--- src/rtl/tsxb_fci_pkg.sv ---
// Shared constants for the TSXB FCI bridge: CPLD mux select codes and the
// bridge FSM state encoding.
package tsxb_fci_pkg;

  localparam logic [1:0] FCI_ZAL = 2'd0;
  localparam logic [1:0] FCI_ZAH = 2'd1;
  localparam logic [1:0] FCI_ZD  = 2'd2;
  localparam logic [1:0] FCI_ZC  = 2'd3;

  typedef enum logic [3:0] {
    IDLE,
    CAP_AL,
    CAP_AH,
    CAP_D,
    REQ,
    TURN_ON,
    DRIVE,
    TURN_OFF,
    WAIT_END
  } fci_state_t;

endpackage

--- src/rtl/fci_strobe_sync.sv ---
// Two-flop synchroniser for the four ZX-BUS strobes coming from the CPLD.
module fci_strobe_sync (
  input  logic       clk,
  input  logic       rst_n,
  input  logic [3:0] async_in,
  output logic [3:0] sync_out
);

  logic [3:0] meta;

  always_ff @(posedge clk or negedge rst_n) begin
    if (!rst_n) begin
      meta     <= '0;
      sync_out <= '0;
    end else begin
      meta     <= async_in;
      sync_out <= meta;
    end
  end

endmodule

--- src/rtl/fci_bridge.sv ---
// FCI bus receiver: steps the CPLD mux through address/data, issues one
// req/ack transaction per Z80 access and drives claimed read data back.
import tsxb_fci_pkg::*;

module fci_bridge #(
  parameter int SETTLE = 2
) (
  input  logic        clk,
  input  logic        rst_n,
  input  logic        frd,
  input  logic        fwr,
  input  logic        fmrq,
  input  logic        fiorq,
  input  logic [7:0]  fci_in,
  output logic [7:0]  fci_out,
  output logic        fci_oe,
  output logic [1:0]  fci_s,
  output logic        fdir,
  output logic        bus_req,
  output logic [15:0] bus_addr,
  output logic [7:0]  bus_wdata,
  output logic        bus_we,
  output logic        bus_io,
  input  logic        bus_ack,
  input  logic        bus_hit,
  input  logic [7:0]  bus_rdata,
  output logic        busy
);

  localparam logic [3:0] CAP_LAST  = 4'(SETTLE);
  localparam logic [3:0] TURN_LAST = 4'(SETTLE - 1);

  logic [3:0] strobe_s;
  logic       frd_s, fwr_s, fmrq_s, fiorq_s;
  logic       cyc, cyc_q, cyc_rise;

  fci_state_t state, state_next;
  logic [3:0] cnt;

  logic [1:0] fci_s_next;
  logic       fdir_next, fci_oe_next;

  fci_strobe_sync u_sync (
    .clk      (clk),
    .rst_n    (rst_n),
    .async_in ({fiorq, fmrq, fwr, frd}),
    .sync_out (strobe_s)
  );

  assign frd_s    = strobe_s[0];
  assign fwr_s    = strobe_s[1];
  assign fmrq_s   = strobe_s[2];
  assign fiorq_s  = strobe_s[3];

  // Refresh and INTA carry no RD/WR, so they never form a cycle.
  assign cyc      = (fmrq_s | fiorq_s) & (frd_s | fwr_s);
  assign cyc_rise = cyc & ~cyc_q;

  always_comb begin
    state_next = state;
    case (state)
      IDLE:     if (cyc_rise) state_next = CAP_AL;
      CAP_AL:   if (!cyc) state_next = IDLE;
                else if (cnt == CAP_LAST) state_next = CAP_AH;
      CAP_AH:   if (!cyc) state_next = IDLE;
                else if (cnt == CAP_LAST) state_next = bus_we ? CAP_D : REQ;
      CAP_D:    if (!cyc) state_next = IDLE;
                else if (cnt == CAP_LAST) state_next = REQ;
      // The request is never withdrawn, even if the strobe has ended.
      REQ:      if (bus_ack)
                  state_next = (!bus_we && bus_hit && cyc) ? TURN_ON : WAIT_END;
      TURN_ON:  if (!cyc) state_next = TURN_OFF;
                else if (cnt == TURN_LAST) state_next = DRIVE;
      DRIVE:    if (!cyc) state_next = TURN_OFF;
      TURN_OFF: if (cnt == TURN_LAST) state_next = WAIT_END;
      WAIT_END: if (!cyc) state_next = IDLE;
      default:  state_next = IDLE;
    endcase
  end

  // Pin controls are decoded from the next state and registered, so they
  // change glitch-free together with the state.
  always_comb begin
    fci_s_next  = FCI_ZD;
    fdir_next   = 1'b1;
    fci_oe_next = 1'b0;
    case (state_next)
      IDLE, CAP_AL: fci_s_next = FCI_ZAL;
      CAP_AH:       fci_s_next = FCI_ZAH;
      TURN_ON, TURN_OFF: fdir_next = 1'b0;
      DRIVE: begin
        fdir_next   = 1'b0;
        fci_oe_next = 1'b1;
      end
      default: ;
    endcase
  end

  always_ff @(posedge clk or negedge rst_n) begin
    if (!rst_n) begin
      state   <= IDLE;
      cnt     <= '0;
      cyc_q   <= 1'b0;
      fci_s   <= FCI_ZAL;
      fdir    <= 1'b1;
      fci_oe  <= 1'b0;
      bus_req <= 1'b0;
      busy    <= 1'b0;
    end else begin
      state   <= state_next;
      cnt     <= (state_next != state) ? 4'd0 : cnt + 4'd1;
      cyc_q   <= cyc;
      fci_s   <= fci_s_next;
      fdir    <= fdir_next;
      fci_oe  <= fci_oe_next;
      bus_req <= (state_next == REQ);
      busy    <= (state_next != IDLE);
    end
  end

  // FCI is sampled on the last clock of each capture window.
  always_ff @(posedge clk or negedge rst_n) begin
    if (!rst_n) begin
      bus_addr  <= '0;
      bus_wdata <= '0;
      bus_we    <= 1'b0;
      bus_io    <= 1'b0;
      fci_out   <= '0;
    end else begin
      if (state == IDLE && cyc_rise) begin
        bus_io <= fiorq_s;
        bus_we <= fwr_s;
      end
      if (cyc && cnt == CAP_LAST) begin
        case (state)
          CAP_AL:  bus_addr[7:0]  <= fci_in;
          CAP_AH:  bus_addr[15:8] <= fci_in;
          CAP_D:   bus_wdata      <= fci_in;
          default: ;
        endcase
      end
      if (state == REQ && state_next == TURN_ON)
        fci_out <= bus_rdata;
    end
  end

endmodule

--- config.mk ---
export PLATFORM = sky130hd
export DESIGN_NAME = fci_bridge
export DESIGN_NICKNAME = d
export VERILOG_FILES = /design/src/rtl/tsxb_fci_pkg.sv /design/src/rtl/fci_strobe_sync.sv /design/src/rtl/fci_bridge.sv
export SDC_FILE = /design/constraint.sdc
export NUM_CORES = 1
export LEC_CHECK = 0
export CORE_MARGIN = 3
export CORE_UTILIZATION = 43
export CTS_CLUSTER_DIAMETER = 60
export DETAILED_ROUTE_END_ITERATION = 6
export PLACE_DENSITY = 0.83
export SLEW_MARGIN = 15
export SYNTH_ARGS = -nofsm -noshare
export SYNTH_HDL_FRONTEND = slang
export SYNTH_HIERARCHICAL = 1
export SYNTH_SLANG_ARGS = --single-unit
--- constraint.sdc ---
create_clock -name clk -period 2.12 [get_ports clk]
set_clock_uncertainty 0.15 [all_clocks]
set_input_delay 0.636 -clock clk [delete_from_list [all_inputs] [get_ports clk]]
set_output_delay 0.636 -clock clk [all_outputs]
set_load 0.01 [all_outputs]
* After elaboration in Yosys (flattened, before gate mapping)
Cells that the tools add are included.
** Operators by class
- Add/subtract/negate cells :: 1
- Multiply operators :: 0
- Div/mod/pow operators :: 0
- Magnitude comparators :: 0
- Equal/unequal tests :: 17
- Shift operators :: 0
- Muxes and demuxes :: 20
- Bitwise logic cells :: 5
- Reduce and logical (&&, ||, !) cells :: 14
** Operators with widths (count)
- two-way mux 4 bit :: 15
- one-hot mux 4 bit (9 select lines) :: 1
- == test 4 x 3 -> 1 bit (second input constant) :: 8
- == test 4 x 2 -> 1 bit (second input constant) :: 4
- == test 4 x 1 -> 1 bit (second input constant) :: 3
- logical NOT 4 bit :: 2
- AND reduction 2 bit :: 3
- logical AND 1 bit :: 5
- adder 4 x 1 -> 4 bit (second input constant) :: 1
- == test 4 bit (second input constant) :: 1
- inequality test 4 bit :: 1
- one-hot mux 2 bit (2 select lines) :: 1
- nonzero test 4 bit :: 1
- two-way mux 3 bit :: 1
- OR reduction 3 bit :: 1
- AND 1 bit :: 2
- two-way mux 1 bit :: 2
- bitwise OR 1 bit :: 2
- OR reduction 2 bit :: 1
- logical NOT 1 bit :: 1
- inverter 1 bit :: 1
** Storage, ports and cells
- Register bits after elaboration :: 57
- Latch bits :: 0
- Bits in writable memories :: 0
- ROM bits :: 0
- Input port bits :: 24
- Output and inout port bits :: 40
- Word-level logic and storage cells :: 73
- Memories kept :: 0

* Depth between registers and ports, before layout
- Word-level depth :: 9
- Depth in mapped cells :: 8
- Gate-level depth less buffers :: 8

* By module
The synthesis kept the hierarchy.
** Modules (own cells, without submodules)
- fci_bridge :: instances 1, cells each 167, area an instance 2215.9 um2, sequential area each 1227.4 um2
- fci_strobe_sync :: instances 1, cells each 8, area an instance 200.2 um2, sequential area each 200.2 um2

* Worst setup path after synthesis
Ideal clock, no wire load.
- Path type :: reg-to-reg
- Start point :: register cnt[0]
- End point :: register fci_out[0]
- Library setup time :: 0.125 ns
- Arrival time :: 1.941 ns
- Required time :: 1.845 ns
- Slack :: -0.096 ns
- Stages on the path, launching flop included :: 8
- Path through :: dfrtp_1 -> inv_1 -> ha_1 -> nor3b_2 -> nor4b_4 -> a311oi_2 -> a21oi_4 -> mux2_2
** On the way
- Longest elaborated chain between the ends :: 6
- Elaborated cells on any way between the ends :: 14
- Classes of those cells :: eq/ne: 3; mux: 10; reduce/logical: 1
** RTL lines
- start, declared :: RTL line fci_bridge.sv:38 : logic [3:0] cnt;
- start signal, assigned :: RTL line fci_bridge.sv:111 : cnt <= (state_next != state) ? 4'd0 : cnt + 4'd1;
- == test 4 x 1 -> 1 bit / == test 4 x 2 -> 1 bit (equally long branches)
- two-way mux 4 bit (on tied branches) (2 in series)
- one-hot mux 4 bit (9 select lines) * :: RTL line fci_bridge.sv:61 : case (state)
- == test 4 x 3 -> 1 bit * :: RTL line fci_bridge.sv:142 : if (state == REQ && state_next == TURN_ON)
- logical AND 1 bit * :: RTL line fci_bridge.sv:142
- end signal, assigned :: RTL line fci_bridge.sv:143 : fci_out <= bus_rdata;
- end, declared :: RTL line fci_bridge.sv:15 : output logic [7:0] fci_out,
Mark *: on every way between the ends. The rest lies on a longest branch, timed or not.
A chain may end at the register's enable or synchronous reset.

* Worst setup path after layout
- Start point :: register cnt[0]
- End point :: register busy
** On the way
- Longest elaborated chain between the ends :: 5
- Elaborated cells on any way between the ends :: 13
- Classes of those cells :: eq/ne: 2; mux: 10; reduce/logical: 1
** RTL lines
- == test 4 x 1 -> 1 bit / == test 4 x 2 -> 1 bit (equally long branches)
- two-way mux 4 bit (on tied branches) (2 in series)
- one-hot mux 4 bit (9 select lines) * :: RTL line fci_bridge.sv:61
- net state_next[0] :: RTL line fci_bridge.sv:37 : fci_state_t state, state_next;
- nonzero test 4 bit * :: RTL line fci_bridge.sv:117 : busy <= (state_next != IDLE);
- end signal, assigned :: RTL line fci_bridge.sv:117
- end, declared :: RTL line fci_bridge.sv:27 : output logic busy
Mark *: on every way through the listed nets, which the timed path passes. The rest lies on a longest branch.

==> results.yml <==
hold_path:
  min_path_type: "input pin to async pin"
critical_path:
  crit_chain: "inv_1 -> ha_1 -> nor3b_4 -> nor4b_4 -> a311oi_2 -> buf_4 -> buf_4 -> buf_4 -> o21ai_4 -> or3_1"
  critPathLaunchType: "flop"
  cpPeakStageDelay_ps: 390
  arrival_ps: 2350
  crit_type: "flop to flop"
  cpMostUsedCell: "buf_4"
  end_kind: "flop"
  cp_max_fo: 4
  cpMaxStageDelayCell: "dfrtp_1"
  worstPathRequired_ps: 2170
grt:
  grt_pass1_vias: 2006
  grtUsageTotal: 0.199
  grt_pass1_wl_um: 9700
  antenna_found_initial: 0
  gr-total-overflow: 0
  grt_max_degree: 30
routing:
  drt_wl_total_um: 6230
  first_pass_iters: 4
  routedWlPerCell_um: 17.2
  vias: 1869
  drc: 0
  final_antenna_net_count: 0
  vias_per_cell: 5.15
  drtIter0Drc: 94
power_and_ir_drop:
  powerDensity_mw_per_mm2: 1170
  cellLeakagePower_nw: 1.69
  peakVddDrop_mv: 0.827
  p_total_mw: 4.49
sta:
  tightest_slew_ps: 456
  hold_viol: 0
  grt_setup_unrepaired: "yes"
  setup_viol_count_final: 43
  timing.final.crit_share: 1.08
  period_minus_slack_ps: 2300
  hold_slack_ps: 104
  slew_headroom: 0.694
  fmax_mhz: 435
  maxSlewViolCount: 0
  setup_ws_ps: -177
final_layout:
  layout_common_cells: "clkdlybuf4s50_1 (60), dfrtp_1 (56), buf_4 (36), mux2_2 (17), mux2_4 (17)"
  layout_commonest_cell: "clkdlybuf4s50_1"
  fill_cells: 337
  diodes: 0
  num-nets-final: 315
  multiInputGateArea_mm2: 0.00107
  drive_gt1_frac: 0.389
  ff_latch_area_mm2: 0.00143
  area_delta_synth_final_pct: 58.6
  stdcell_count: 363
  stdcell_area_mm2: 0.00383
logic_synthesis:
  synth_ff_type: "dfrtp_1"
  seq_area_frac_synth: 0.591
  syn_inst: 175
  synthArstFlopShare: 1.00
  avgSynthCellArea_um2: 13.8
  yosysWarningCount: 6
  netlist_area_mm2: 0.00242
  synth_seq_cells: 57
  syn_nets: 202
  synth_edf_count: 0
  ys_types: 43
cts:
  cts_htree_levels: 3
  cts_buffer_depth: 2
  clk_pin_slew_worst_paths_ps: 60
  cts_inserted_buffers: 9
  cts_root_buf: "clkbuf_8"
  clkSinkCount: 57
  cts_tree: "yes"
  insertion_delay_ps: 320
place:
  dpl.hpwl_um: 4100
  placed_area_mm2: 0.00340
  dp.cells: 338
  gp_congestion: 0.864
  dp_slack_ps: -397
  io_buffer_count: 63
flow_run:
  cap_violations: 0
floorplanning:
  io_pins: 64
  start_util: 0.458
  die_area_mm2: 0.00655
  die_h_um: 81.0
  fp.coreArea_mm2: 0.00527
  num_rows: 26
  die_w_um: 81.0
run_status:
  failed_checks: "setup timing"
  status: "finished, violations left"
==> kinds of logic after synthesis <==
| group | synth area share |
|---|---|
| compound gates | 0.103 |
| xor+xnor | 0.00725 |
| fa+ha+maj | 0.0155 |
| buf+inv | 0.0218 |
| flops | 0.591 |
| mux | 0.163 |
| simple gates | 0.0994 |
==> path summary, 6_finish.rpt <==
kind / startpoint / to / depth (start not counted) / slack, ps
max: cnt[0]$_DFF_PN0_ / busy$_DFF_PN0_ / 10 / -180
min: rst_n / u_sync/sync_out[3]$_DFF_PN0_ / 1 / 100
max reg2reg: cnt[0]$_DFF_PN0_ / busy$_DFF_PN0_ / 10 / -180
min reg2reg: u_sync/meta[3]$_DFF_PN0_ / u_sync/sync_out[3]$_DFF_PN0_ / 0 / 200
max in group asynchronous: rst_n / fdir$_DFF_PN1_ / 2 / 1150
min in group clk: u_sync/meta[3]$_DFF_PN0_ / u_sync/sync_out[3]$_DFF_PN0_ / 0 / 200
==> worst max-delay path: cells and delay by family, from the launching register on <==
family	cells	cell delay [ps]
simple gates	3	630
buf+inv	4	440
flops	1	390
compound gates	2	390
fa+ha+maj	1	180
==> flip-flops by register name, indices dropped and copies added (netlist names) <==
| register | count |
|---|---|
| fdir | 1 |
| bus_addr | 16 |
| fci_s | 2 |
| bus_we | 1 |
| cnt | 4 |
| fci_out | 8 |
| bus_io | 1 |
| bus_wdata | 8 |
| u_sync/meta | 4 |
| busy | 1 |
| state | 4 |
| bus_req | 1 |
| cyc_q | 1 |
| u_sync/sync_out | 4 |
| fci_oe | 1 |
==> through the flow <==
step | TNS [ps] | utilization
6_report | -2860 | 0.727
5_1_grt | -5630 | 0.727
2_1_floorplan | -425 | -
4_1_cts | -2010 | 0.711
3_3_place_gp | -5990 | 0.646
3_5_place_dp | -6720 | 0.646
==> per-layer routing <==
layer	GRT usage	share of wire	vias to the layer above
met5	0	0	-
met4	0.0743	0.011	0
met3	0.0632	0.057	8
met2	0.340	0.53	53
met1	0.233	0.40	942
li1	-	-	866
==> synth_stat cells, types with 2 or more instances <==
master,instances,area share
o21ai_0,5,0.010
a31oi_1,2,0.0052
nor2_1,2,0.0031
and3_1,3,0.0078
a21o_1,3,0.0093
nor3b_1,2,0.0062
buf_2,3,0.0062
a211oi_1,4,0.012
dfrtp_1,56,0.58
or3_1,3,0.0078
o211ai_1,2,0.0062
inv_1,7,0.011
nand2_1,4,0.0062
ha_1,3,0.016
a21oi_1,3,0.0062
nand2b_1,4,0.010
mux2_2,34,0.16
nand3_1,5,0.010
nor3_1,4,0.0083
clkbuf_1,3,0.0047
==> where the power goes <==
group / switching [mW] / total (mW) / internal, mW
Clock: 0.396 / 0.949 / 0.553
Sequential: 0.194 / 1.59 / 1.40
Combinational: 0.770 / 1.94 / 1.17
==> area by class of cell <==
class	instances	share of cell area
inverter	7	0.00686
sequential	57	0.373
clock buffer	15	0.0487
multi-input combinational	105	0.281
clock inverter	1	0.00196
timing repair buffer	108	0.266
tap	70	0.0229
==> what timing repair did <==
action                     CTS  global route
setup endpoints to repair   28            42
hold buffers                 0             0
pin swaps                    9             2
setup buffers                7             2
gates resized for setup     24            15
(Power assumes the default switching activity.)
